[config.mk]
export PLATFORM = sky130hd
export DESIGN_NAME = ide_multi_port_ctrl
export DESIGN_NICKNAME = d
export VERILOG_FILES = /design/src/rtl/ide_multi_port_ctrl.sv
export SDC_FILE = /design/constraint.sdc
export NUM_CORES = 1
export LEC_CHECK = 0
export CAP_MARGIN = 10
export CORE_MARGIN = 2
export CORE_UTILIZATION = 35
export DETAILED_ROUTE_END_ITERATION = 10
export SLEW_MARGIN = 20
export SYNTH_ARGS = -nofsm -noshare
export SYNTH_HDL_FRONTEND = slang
export SYNTH_SLANG_ARGS = --single-unit
[constraint.sdc]
create_clock -name cpuclk7 -period 4.87 [get_ports cpuclk7]
set_clock_uncertainty 0.1 [all_clocks]
set_input_delay 0.487 -clock cpuclk7 [delete_from_list [all_inputs] [get_ports cpuclk7]]
set_output_delay 0.487 -clock cpuclk7 [all_outputs]
set_load 0.01 [all_outputs]
[src/rtl/ide_multi_port_ctrl.sv]
// ide_multi_port_ctrl: multi-channel 68000-to-IDE PIO glue with timed strobes,
// per-channel interrupt pending/enable/force registers and an activity LED stretcher.
module ide_multi_port_ctrl #(
   parameter int         NCH        = 2,
   parameter logic [7:0] BASE       = 8'hDA,
   parameter int         SETUP_CYC  = 1,
   parameter int         STROBE_CYC = 3,
   parameter int         LED_HOLD   = 16
) (
   input  logic             cpuclk7,
   input  logic             n_reset_clocked,
   input  logic             nas,
   input  logic             r_w,
   input  logic [11:0]      AH,
   input  logic [2:0]       AL,
   input  logic [15:0]      d_in,
   output logic [15:0]      d_out,
   output logic             d_oe,
   input  logic [15:0]      dd_in,
   output logic [15:0]      dd_out,
   output logic             dd_oe,
   input  logic [NCH-1:0]   ide_intrq,
   input  logic [NCH-1:0]   ndasp,
   output logic [2*NCH-1:0] cs_n,
   output logic [2:0]       da,
   output logic             nior,
   output logic             niow,
   output logic             dtack,
   output logic             int2,
   output logic             led_n
);
   typedef enum logic [2:0] {IDLE, SETUP, STROBE, REG, ACK} state_t;
   state_t state;
   logic as1, as_s, rw;
   logic [3:0] cnt;
   logic [1:0] sel;
   logic base_hit, tf_hit, reg_hit, wr;
   logic [NCH-1:0] pending, enable, frc, irq1, irq_s, src, src_d, rise, clr, dasp1, dasp_s;
   logic [15:0] rd;
   logic [7:0] led_cnt;
   // AH carries A[23:12], so the window byte is AH[11:4] and A15 is AH[3]
   assign base_hit = AH[11:4] == BASE;
   assign tf_hit   = base_hit && !AH[3] && int'(AH[2:1]) < NCH;
   assign reg_hit  = base_hit && AH[3];
   assign dd_out   = {d_in[7:0], d_in[15:8]};
   assign wr       = state == REG && as_s && !rw;
   assign src      = irq_s | frc;
   assign rise     = src & ~src_d;
   assign clr      = (wr && sel == 2'd0) ? d_in[8+:NCH] : '0;
   assign led_n    = led_cnt == 8'd0;
   always_comb begin
      rd = sel == 2'd0 ? {{(8-NCH){1'b0}}, pending, 8'h00} :
           sel == 2'd1 ? {{(8-NCH){1'b0}}, enable, 8'h00} :
           sel == 2'd2 ? {{(8-NCH){1'b0}}, frc, 8'h00} :
                         {4'(NCH), 4'h2, 8'h00};
   end
   always_ff @(posedge cpuclk7 or negedge n_reset_clocked) begin
      if (!n_reset_clocked) begin
         as1 <= 1'b0;
         as_s <= 1'b0;
         irq1 <= '0;
         irq_s <= '0;
         src_d <= '0;
         dasp1 <= '1;
         dasp_s <= '1;
      end else begin
         as1 <= !nas;
         as_s <= as1;
         irq1 <= ide_intrq;
         irq_s <= irq1;
         src_d <= src;
         dasp1 <= ndasp;
         dasp_s <= dasp1;
      end
   end
   always_ff @(posedge cpuclk7 or negedge n_reset_clocked) begin
      if (!n_reset_clocked) begin
         state <= IDLE;
         cnt <= '0;
         rw <= 1'b1;
         sel <= '0;
         cs_n <= '1;
         da <= 3'b111;
         nior <= 1'b1;
         niow <= 1'b1;
         dtack <= 1'b0;
         d_oe <= 1'b0;
         dd_oe <= 1'b0;
         d_out <= '0;
      end else if (state != IDLE && !as_s) begin
         // covers both the normal end of cycle and an abort
         state <= IDLE;
         cs_n <= '1;
         da <= 3'b111;
         nior <= 1'b1;
         niow <= 1'b1;
         dtack <= 1'b0;
         d_oe <= 1'b0;
         dd_oe <= 1'b0;
      end else begin
         case (state)
            IDLE:
               if (as_s && tf_hit) begin
                  state <= SETUP;
                  cs_n <= ~((2*NCH)'(1) << {AH[2:1], AH[0]});
                  da <= AL;
                  rw <= r_w;
                  dd_oe <= !r_w;
                  cnt <= 4'(SETUP_CYC - 1);
               end else if (as_s && reg_hit) begin
                  state <= REG;
                  rw <= r_w;
                  sel <= AH[1:0];
               end
            SETUP:
               if (cnt == 4'd0) begin
                  state <= STROBE;
                  nior <= !rw;
                  niow <= rw;
                  cnt <= 4'(STROBE_CYC - 1);
               end else cnt <= cnt - 4'd1;
            STROBE:
               if (cnt == 4'd0) begin
                  state <= ACK;
                  nior <= 1'b1;
                  niow <= 1'b1;
                  dtack <= 1'b1;
                  d_oe <= rw;
                  if (rw) d_out <= {dd_in[7:0], dd_in[15:8]};
               end else cnt <= cnt - 4'd1;
            REG: begin
               state <= ACK;
               dtack <= 1'b1;
               d_oe <= rw;
               if (rw) d_out <= rd;
            end
            default: ;
         endcase
      end
   end
   always_ff @(posedge cpuclk7 or negedge n_reset_clocked) begin
      if (!n_reset_clocked) begin
         pending <= '0;
         enable <= '0;
         frc <= '0;
         int2 <= 1'b0;
         led_cnt <= '0;
      end else begin
         pending <= (pending & ~clr) | rise;
         if (wr && sel == 2'd1) enable <= d_in[8+:NCH];
         if (wr && sel == 2'd2) frc <= d_in[8+:NCH];
         int2 <= |(pending & enable);
         led_cnt <= (!(&dasp_s) || state == STROBE) ? 8'(LED_HOLD) : led_cnt - {7'd0, led_cnt != 8'd0};
      end
   end
endmodule

# Word level (Yosys, flattened, before mapping)
# Cells that the tools add are included.
[word_totals]
out_inout_bits = 46
ram_bits = 0
latch_bits = 0
input_bits = 55
mem_count = 0
romBits = 0
regBits = 65
elab_cells = 135
[op_classes]
mul = 0
n_reduce_logical = 42
bitwise_logic = 10
div_mod_pow = 0
muxes = 41
eq_ne = 14
addsub = 2
shift = 1
order_cmp = 1
[ops]
columns = ["cell", "count"]
rows = [
  ["$mux W16", 3],
  ["$mux W14", 3],
  ["$pmux W16 S2", 1],
  ["$mux W3", 8],
  ["$mux W4", 6],
  ["$mux W1", 12],
  ["$pmux W3 S4", 1],
  ["$pmux W4 S3", 1],
  ["$reduce_and A4 Y1", 3],
  ["$reduce_bool A3 Y1", 4],
  ["$logic_and A1 B1 Y1", 11],
  ["$ne A2 B2 Y1 const B", 5],
  ["$eq A8 B8 Y1 const B", 1],
  ["$logic_not A8 Y1", 1],
  ["$mux W8", 1],
  ["$pmux W1 S2", 4],
  ["$reduce_bool A2 Y1", 4],
  ["$reduce_bool A8 Y1", 1],
  ["$sub A8 B1 Y8", 1],
  ["$and A2 B2 Y2", 3],
  ["$eq A3 B2 Y1 const B", 2],
  ["$logic_not A1 Y1", 6],
  ["$ne A3 B3 Y1 const B", 2],
  ["$reduce_and A2 Y1", 3],
  ["20 further kinds", 24],
]

# Logic depth before layout (Yosys ltp)
# Gate-level depths: netlist of the first run.
[depth]
ltp_word = 8
mapped_depth = 8
depth_no_buf = 8

# Worst setup path before layout of the first run
# No wires, ideal clock.
[synth_path]
path_kind = "reg2reg"
startpoint = "reg led_cnt[5]"
endpoint = "reg led_cnt[6]"
arrival_time_ns = 1.743
path_buffers = 0
required_ns = 4.619
setup_time_ns = 0.151
setup_slack_ns = 2.876
period_less_slack_ns = 1.994
stages_incl_launch_ff = 9
cell_sequence = "dfrtp_1 or4_1 nor2_1 nand2_1 ha_1 ha_1 nand2_1 xor2_1 nor2_1"
[synth_via]
elab_chain_len = 3
[synth_rtl]
columns = ["item", "line_no", "rtl"]
rows = [
  ["start: declaration", "40", "logic [7:0] led_cnt;"],
  ["start signal: assignment", "153", "led_cnt <= (!(&dasp_s) || state == STROBE) ? 8'(LED_HOLD) : led_cnt - {7'd0, led_cnt != 8'd0};"],
  ["$reduce_bool A8 Y1", "153", ""],
  ["$sub A8 B1 Y8 (*)", "153", ""],
  ["$mux W8 (*)", "153", ""],
]
# Mark *: on every way between the ends. The rest lies on a longest branch, timed or not.
# A chain may end at the register's enable or synchronous reset.

# Worst setup path in the final report of the first run
[layout_path]
startpoint = "reg state[0]"
endpoint = "reg frc[0]"
[layout_via]
elab_chain_len = 4
[layout_rtl]
columns = ["item", "line_no", "rtl"]
rows = [
  ["start: declaration", "33", "state_t state;"],
  ["start signal: assignment", "78", "state <= IDLE;"],
  ["start signal: assignment", "92", "state <= IDLE;"],
  ["start signal: assignment", "104", "state <= SETUP;"],
  ["$eq A3 B2 Y1", "46", "assign wr = state == REG && as_s && !rw;"],
  ["$logic_and A1 B1 Y1 (2 in a row)", "46", ""],
  ["$logic_and A1 B1 Y1", "151", "if (wr && sel == 2'd2) frc <= d_in[8+:NCH];"],
  ["end signal: assignment", "151", ""],
  ["end: declaration", "38", "logic [NCH-1:0] pending, enable, frc, irq1, irq_s, src, src_d, rise, clr, dasp1, dasp_s;"],
]
# Every way passes these cells.

==> flow_summary.ini, run 1 <==
[outcome]
status = complete, no violations

[floorplanning]
die_w_microns = 98.2
initial_core_util_pct = 35.8
fp.dieH_microns = 98.2
dieArea_sq_mm = 0.00963
num_io_pins = 101
coreArea_sq_mm = 0.00868
rows = 34

[synth]
synth_top_area_share_pct = 41.1
synth_edf_count = 0
ys.flop_type = dfrtp_1
synthDistinctLibCells = 54
async_reset_ff_share_pct = 100
synth_top_cell_by_area = dfrtp_1
ys_warn_count = 0
ys_seq_elements = 65
synth_area_leaders = dfrtp_1 (41%), dfstp_2 (12%), nand2_1 (5.0%), o21ai_0 (4.2%), buf_4 (3.9%)
syn_inst = 308
post-synth-top-count-cell = dfrtp_1
seq_area_frac_synth_pct = 53.0
syn_area_sq_mm = 0.00310
synth_common_cells = dfrtp_1 (51), nand2_1 (41), o21ai_0 (26)
avgSynthCellArea_sq_um = 10.1
synth_nets = 367

[timing]
finalWorstPathRequiredPeriod_ns = 2.69
slew_headroom_pct = 45.4
rsz0062_at_grt = no
max_freq_mhz = 371
fin_tns_setup_ns = 0
hold_violations = 0
finalSetupViolCount = 0
fin_crit_sh_pct = 55.3
worstMarginPinSlew_ns = 0.817
slew_violations = 0

[power]
leakagePower_uw = 0.00175
power_frac_seq_pct = 41.7
switchingPower_uw = 470
pwr-share-clk_pct = 32.5
pwr-share-comb_pct = 25.8
power_density_mw_per_mm2 = 393
p_int_uw = 1110
p_total_uw = 1580
switching_share_pct = 29.7
ir_drop_mv = 0.170

[layout]
final_util_pct = 46.4
area_growth_pct = 29.6
fin_nets = 422
fill_cells = 826
diodes = 0
drive_gt1_share_pct = 12.0

[clock_network]
root_buffer = clkbuf_8
cts_tree = built
h-tree-depth = 3
postCtsSetupBuffers = 0
cts_buffers = 9
clkSinkCount = 65
cts_resized = 0
clk_pin_slew_worst_paths_ns = 0.07
cts_hold_buf = 0
clockBufferDepth = 2
worstSkewPairLatency_ns = 0.34

[placement]
dp_hpwl_microns = 4690
port-buffer-count = 72
gp_congestion = 0.814

[global_routing]
grt_pass1_wl_microns = 11500
grt_use_total_pct = 14.8
antenna_found_initial = 0
grt_pass1_vias = 2386
grt.overflow.total = 0
grt_max_degree = 66

[routing]
via_per_inst = 4.94
drc = 0
routed_wirelength_microns = 6750
drtIter0Drc = 103
ant_nets = 0
vias = 2351
drt_first_pass_iters = 4
wire_per_inst_microns = 14.2

[critical_path]
start_kind = register
required_ns = 5.00
path_class = register to register
critPathCaptureType = register
cp.arrival_ns = 2.82
critPathMaxFanout = 20

[flow_run]
maxCapViolCount = 0

[worst_hold_path]
hold_class = primary input to asynchronous set/reset pin
## critical path, stage by stage (launching register included)
cell      delay, ns
dfrtp_1        0.70
nand3b_1       0.71
nor4b_1        0.68
mux2_2         0.39
## state kept, by name (all words and copies together) (netlist names), 3 cells and up
signal / cells
d_out: 16
led_cnt: 8
cnt: 4
cs_n: 4
da: 3
state: 3
## layout make-up
type                    instances  area, sq um  share of cell area [%]
inverters                      19         71.3                    1.77
clock buffers                  14          163                    4.04
multi-input cells             195         1230                    30.5
flip-flops and latches         65         1640                    40.9
well taps                     108          135                    3.36
clock inverters                 2         60.1                    1.49
repair buffers                 73          723                    18.0
## cells in the final DEF, fill, tap and decap left out, types with 2 or more instances in the layout
master           synthesis  routed
clkbuf_8                 0      11
nor4b_1                  2       2
clkbuf_1                 8       3
ha_1                     4       4
inv_1                   19      19
nand2_1                 41      41
nor2_1                  22      22
nor2b_1                  5       5
a21oi_1                  6       6
a211oi_1                 3       3
clkdlybuf4s50_1          0      71
or4_1                    2       2
a31oi_1                  6       6
mux2_2                   7       7
nor3_1                   4       4
o22ai_1                  3       3
dfstp_2                 14      14
o21ai_0                 26      26
nor4_1                   4       4
nand3b_1                 2       2
nand4_1                  4       4
xnor2_1                  5       5
o211ai_1                 2       2
nand2b_1                 4       4
mux2i_1                  8       8
a22o_1                   3       3
bufinv_16                0       2
nor3b_1                  2       2
nand3_1                  6       6
dfrtp_1                 51      51
or2_2                    2       2
## cell families (layout without fill, tap and decap cells)
family,count (synthesis),after routing,share of synthesized area (%)
mux,15,15,5.12
xor+xnor,6,6,1.69
flops,65,65,53.0
buf+inv,48,108,8.31
compound gates,58,58,11.5
simple gates,112,112,18.8
fa+ha+maj,4,4,1.61
## path summary, 6_finish.rpt
check | from | to | slack, ns | cells past startpoint
hold reg to reg | irq1[1] | irq_s[1] | 0.25 | 0
setup / recovery | state[0] | frc[0] | 2.18 | 3
min in group cpuclk7 | irq1[1] | irq_s[1] | 0.25 | 0
hold / removal | n_reset_clocked | led_cnt[5] | 0.20 | 2
max in group asynchronous | n_reset_clocked | state[1] | 3.92 | 2
setup reg to reg | state[0] | frc[0] | 2.18 | 3
## power by group through the flow
| stage | Sequential [uW] | Combinational (uW) | Clock (uW) |
|---|---|---|---|
| final | 660 | 409 | 514 |
| after global routing | 670 | 461 | 551 |
| after CTS | 658 | 408 | 527 |
| after detailed placement | 667 | 407 | 0 |
| after global placement | 666 | 397 | 0 |
| after floorplan | 648 | 286 | 0 |
## per-stage QoR
step | worst slack (ns) | cells | hold WS (ns) | cell area, sq um
6_report | 2.18 | 476 | 0.203 | 4020
3_5_place_dp | 2.25 | 460 | 0.236 | 3780
3_3_place_gp | 2.34 | 460 | 0.233 | 3780
2_1_floorplan | 2.88 | 308 | 0.0914 | 3100
4_1_cts | 2.20 | 476 | 0.251 | 4000
5_1_grt | 1.97 | 476 | 0.259 | 4020
## routing by layer
layer / wire length (microns) / global-route usage (%)
met5: 0 / 0
met4: 88 / 3.90
met3: 454 / 4.87
met2: 3130 / 22.9
met1: 3080 / 20.1
Power figures use the tool's default switching activity.
==> inputs of run 2 (changes only) <==
Clock period 4.87 ns to 2.6 ns, I/O delays scaled along.
==> flow_summary.ini, run 2 (synthesis results as in run 1) <==
[outcome]
status = finished, violations left
violations = negative hold slack

[global_routing]
grt_pass1_wl_microns = 11100
grt_max_degree = 66
grt_pass1_vias = 2252
grt.overflow.total = 0
antenna_found_initial = 0
grt_use_total_pct = 14.3

[critical_path]
critPathCaptureType = output pin
crit_chain = or4_1, nor2_1, nand2_1, inv_1, clkdlybuf4s50_1
slowest_stage = or4_1
cp.arrival_ns = 2.08
path_class = register to output pin
start_kind = register
max_stage_delay_ns = 0.55
required_ns = 2.24
critPathMaxFanout = 3

[routing]
wire_per_inst_microns = 13.7
routed_wirelength_microns = 6600
drt_first_pass_iters = 4
drc = 0
vias = 2376
via_per_inst = 4.92
ant_nets = 0
drtIter0Drc = 96

[power]
pwr-share-clk_pct = 30.8
pwr-share-comb_pct = 27.5
p_int_uw = 1970
ir_drop_mv = 0.294
power_density_mw_per_mm2 = 716
switchingPower_uw = 920
p_total_uw = 2890
power_frac_seq_pct = 41.7
switching_share_pct = 31.8
leakagePower_uw = 0.00177

[layout]
mostFrequentLayoutCells = clkdlybuf4s50_1 (71), dfrtp_1 (51), nand2_1 (41)
largestRegisters = d_out x16, led_cnt x8
largest_register = d_out
area_growth_pct = 30.1
drive_gt1_share_pct = 14.1
largest_register_ffs = 16
diodes = 0
final_common_cell = clkdlybuf4s50_1
fin_nets = 429

[clock_network]
root_buffer = clkbuf_8
cts_buffers = 9
clk_pin_slew_worst_paths_ns = 0.08
cts_tree = built
cts_hold_buf = 0
clockBufferDepth = 2
worstSkewPairLatency_ns = 0.35
h-tree-depth = 3
postCtsSetupBuffers = 0
clkSinkCount = 65
cts_resized = 0

[placement]
gp_congestion = 0.859
port-buffer-count = 72
dp_hpwl_microns = 4540

[flow_run]
maxCapViolCount = 0

[timing]
slew_headroom_pct = 45.6
holdWs_ns = -0.0140
max_freq_mhz = 411
fin_crit_sh_pct = 93.7
finalWorstPathRequiredPeriod_ns = 2.44
rsz0062_at_grt = no
slew_violations = 0
finalSetupViolCount = 0
fin_tns_setup_ns = 0
hold_violations = 6
worstMarginPinSlew_ns = 0.816

[floorplanning]
die_w_microns = 98.2
dieArea_sq_mm = 0.00963
num_io_pins = 101
coreArea_sq_mm = 0.00868
fp.dieH_microns = 98.2
initial_core_util_pct = 35.8
rows = 34

[worst_hold_path]
hold_class = primary input to asynchronous set/reset pin
[run 2: cell count changes in the layout (fill, tap and decap cells not counted)]
cell	delta
buf_4	+7
o311ai_1	+1
clkbuf_8	-1
o2111ai_4	-1
clkinv_2	+1
bufinv_16	-1
clkbuf_1	-3
clkinvlp_4	+3
inv_6	+1
o311ai_2	-1
o2111ai_2	+1
[run 2: area by class of cell]
class,instances,area (sq um)
Fill cell,843,4640
Sequential cell,65,1640
Multi-Input combinational cell,195,1210
Timing Repair Buffer,80,776
Clock buffer,10,138
Tap cell,108,135
Inverter,19,71.3
Clock inverter,6,66.3
[run 2: metal layers]
layer	GRT usage, %	vias to the layer above	share of wire [%]
li1	-	1169	-
met1	19.1	1115	46
met2	22.4	80	46
met3	4.51	12	6.3
met4	4.32	0	1.3
met5	0	-	0
[run 2: through the flow]
| step | area (sq um) | util (%) | instances | worst slack, ns |
|---|---|---|---|---|
| 2_1_floorplan | 3100 | - | 308 | 0.606 |
| 3_3_place_gp | 3830 | 44.2 | 467 | 0.480 |
| 3_5_place_dp | 3830 | 44.2 | 467 | 0.349 |
| 4_1_cts | 4040 | 46.5 | 483 | 0.138 |
| 5_1_grt | 4040 | 46.5 | 483 | 0.0385 |
| 6_report | 4040 | 46.5 | 483 | 0.164 |
[run 2: critical path, delay by kind of cell, from the launching register on]
family / cells / cell delay, ns
buf+inv: 2 / 0.59
flops: 1 / 0.41
simple gates: 3 / 0.74
[run 2: final timing paths]
path	from	to	slack, ns	cells past startpoint
hold / removal	n_reset_clocked	led_cnt[3]	-0.01	2
hold reg to reg	as1	as_s	0.25	0
setup reg to reg	led_cnt[5]	led_cnt[4]	0.53	7
setup / recovery	led_cnt[5]	led_n	0.16	5
max in group asynchronous	n_reset_clocked	d_out[8]	1.88	2
min in group cpuclk7	ndasp[0]	dasp1[0]	0.22	1
[run 2: power by group through the flow]
stage | clock (uW) | combinational [uW] | sequential [uW]
global route | 965 | 898 | 1220
detailed placement | 0 | 798 | 1230
floorplan | 0 | 537 | 1210
CTS | 923 | 802 | 1210
global placement | 0 | 790 | 1220
finish | 891 | 796 | 1210
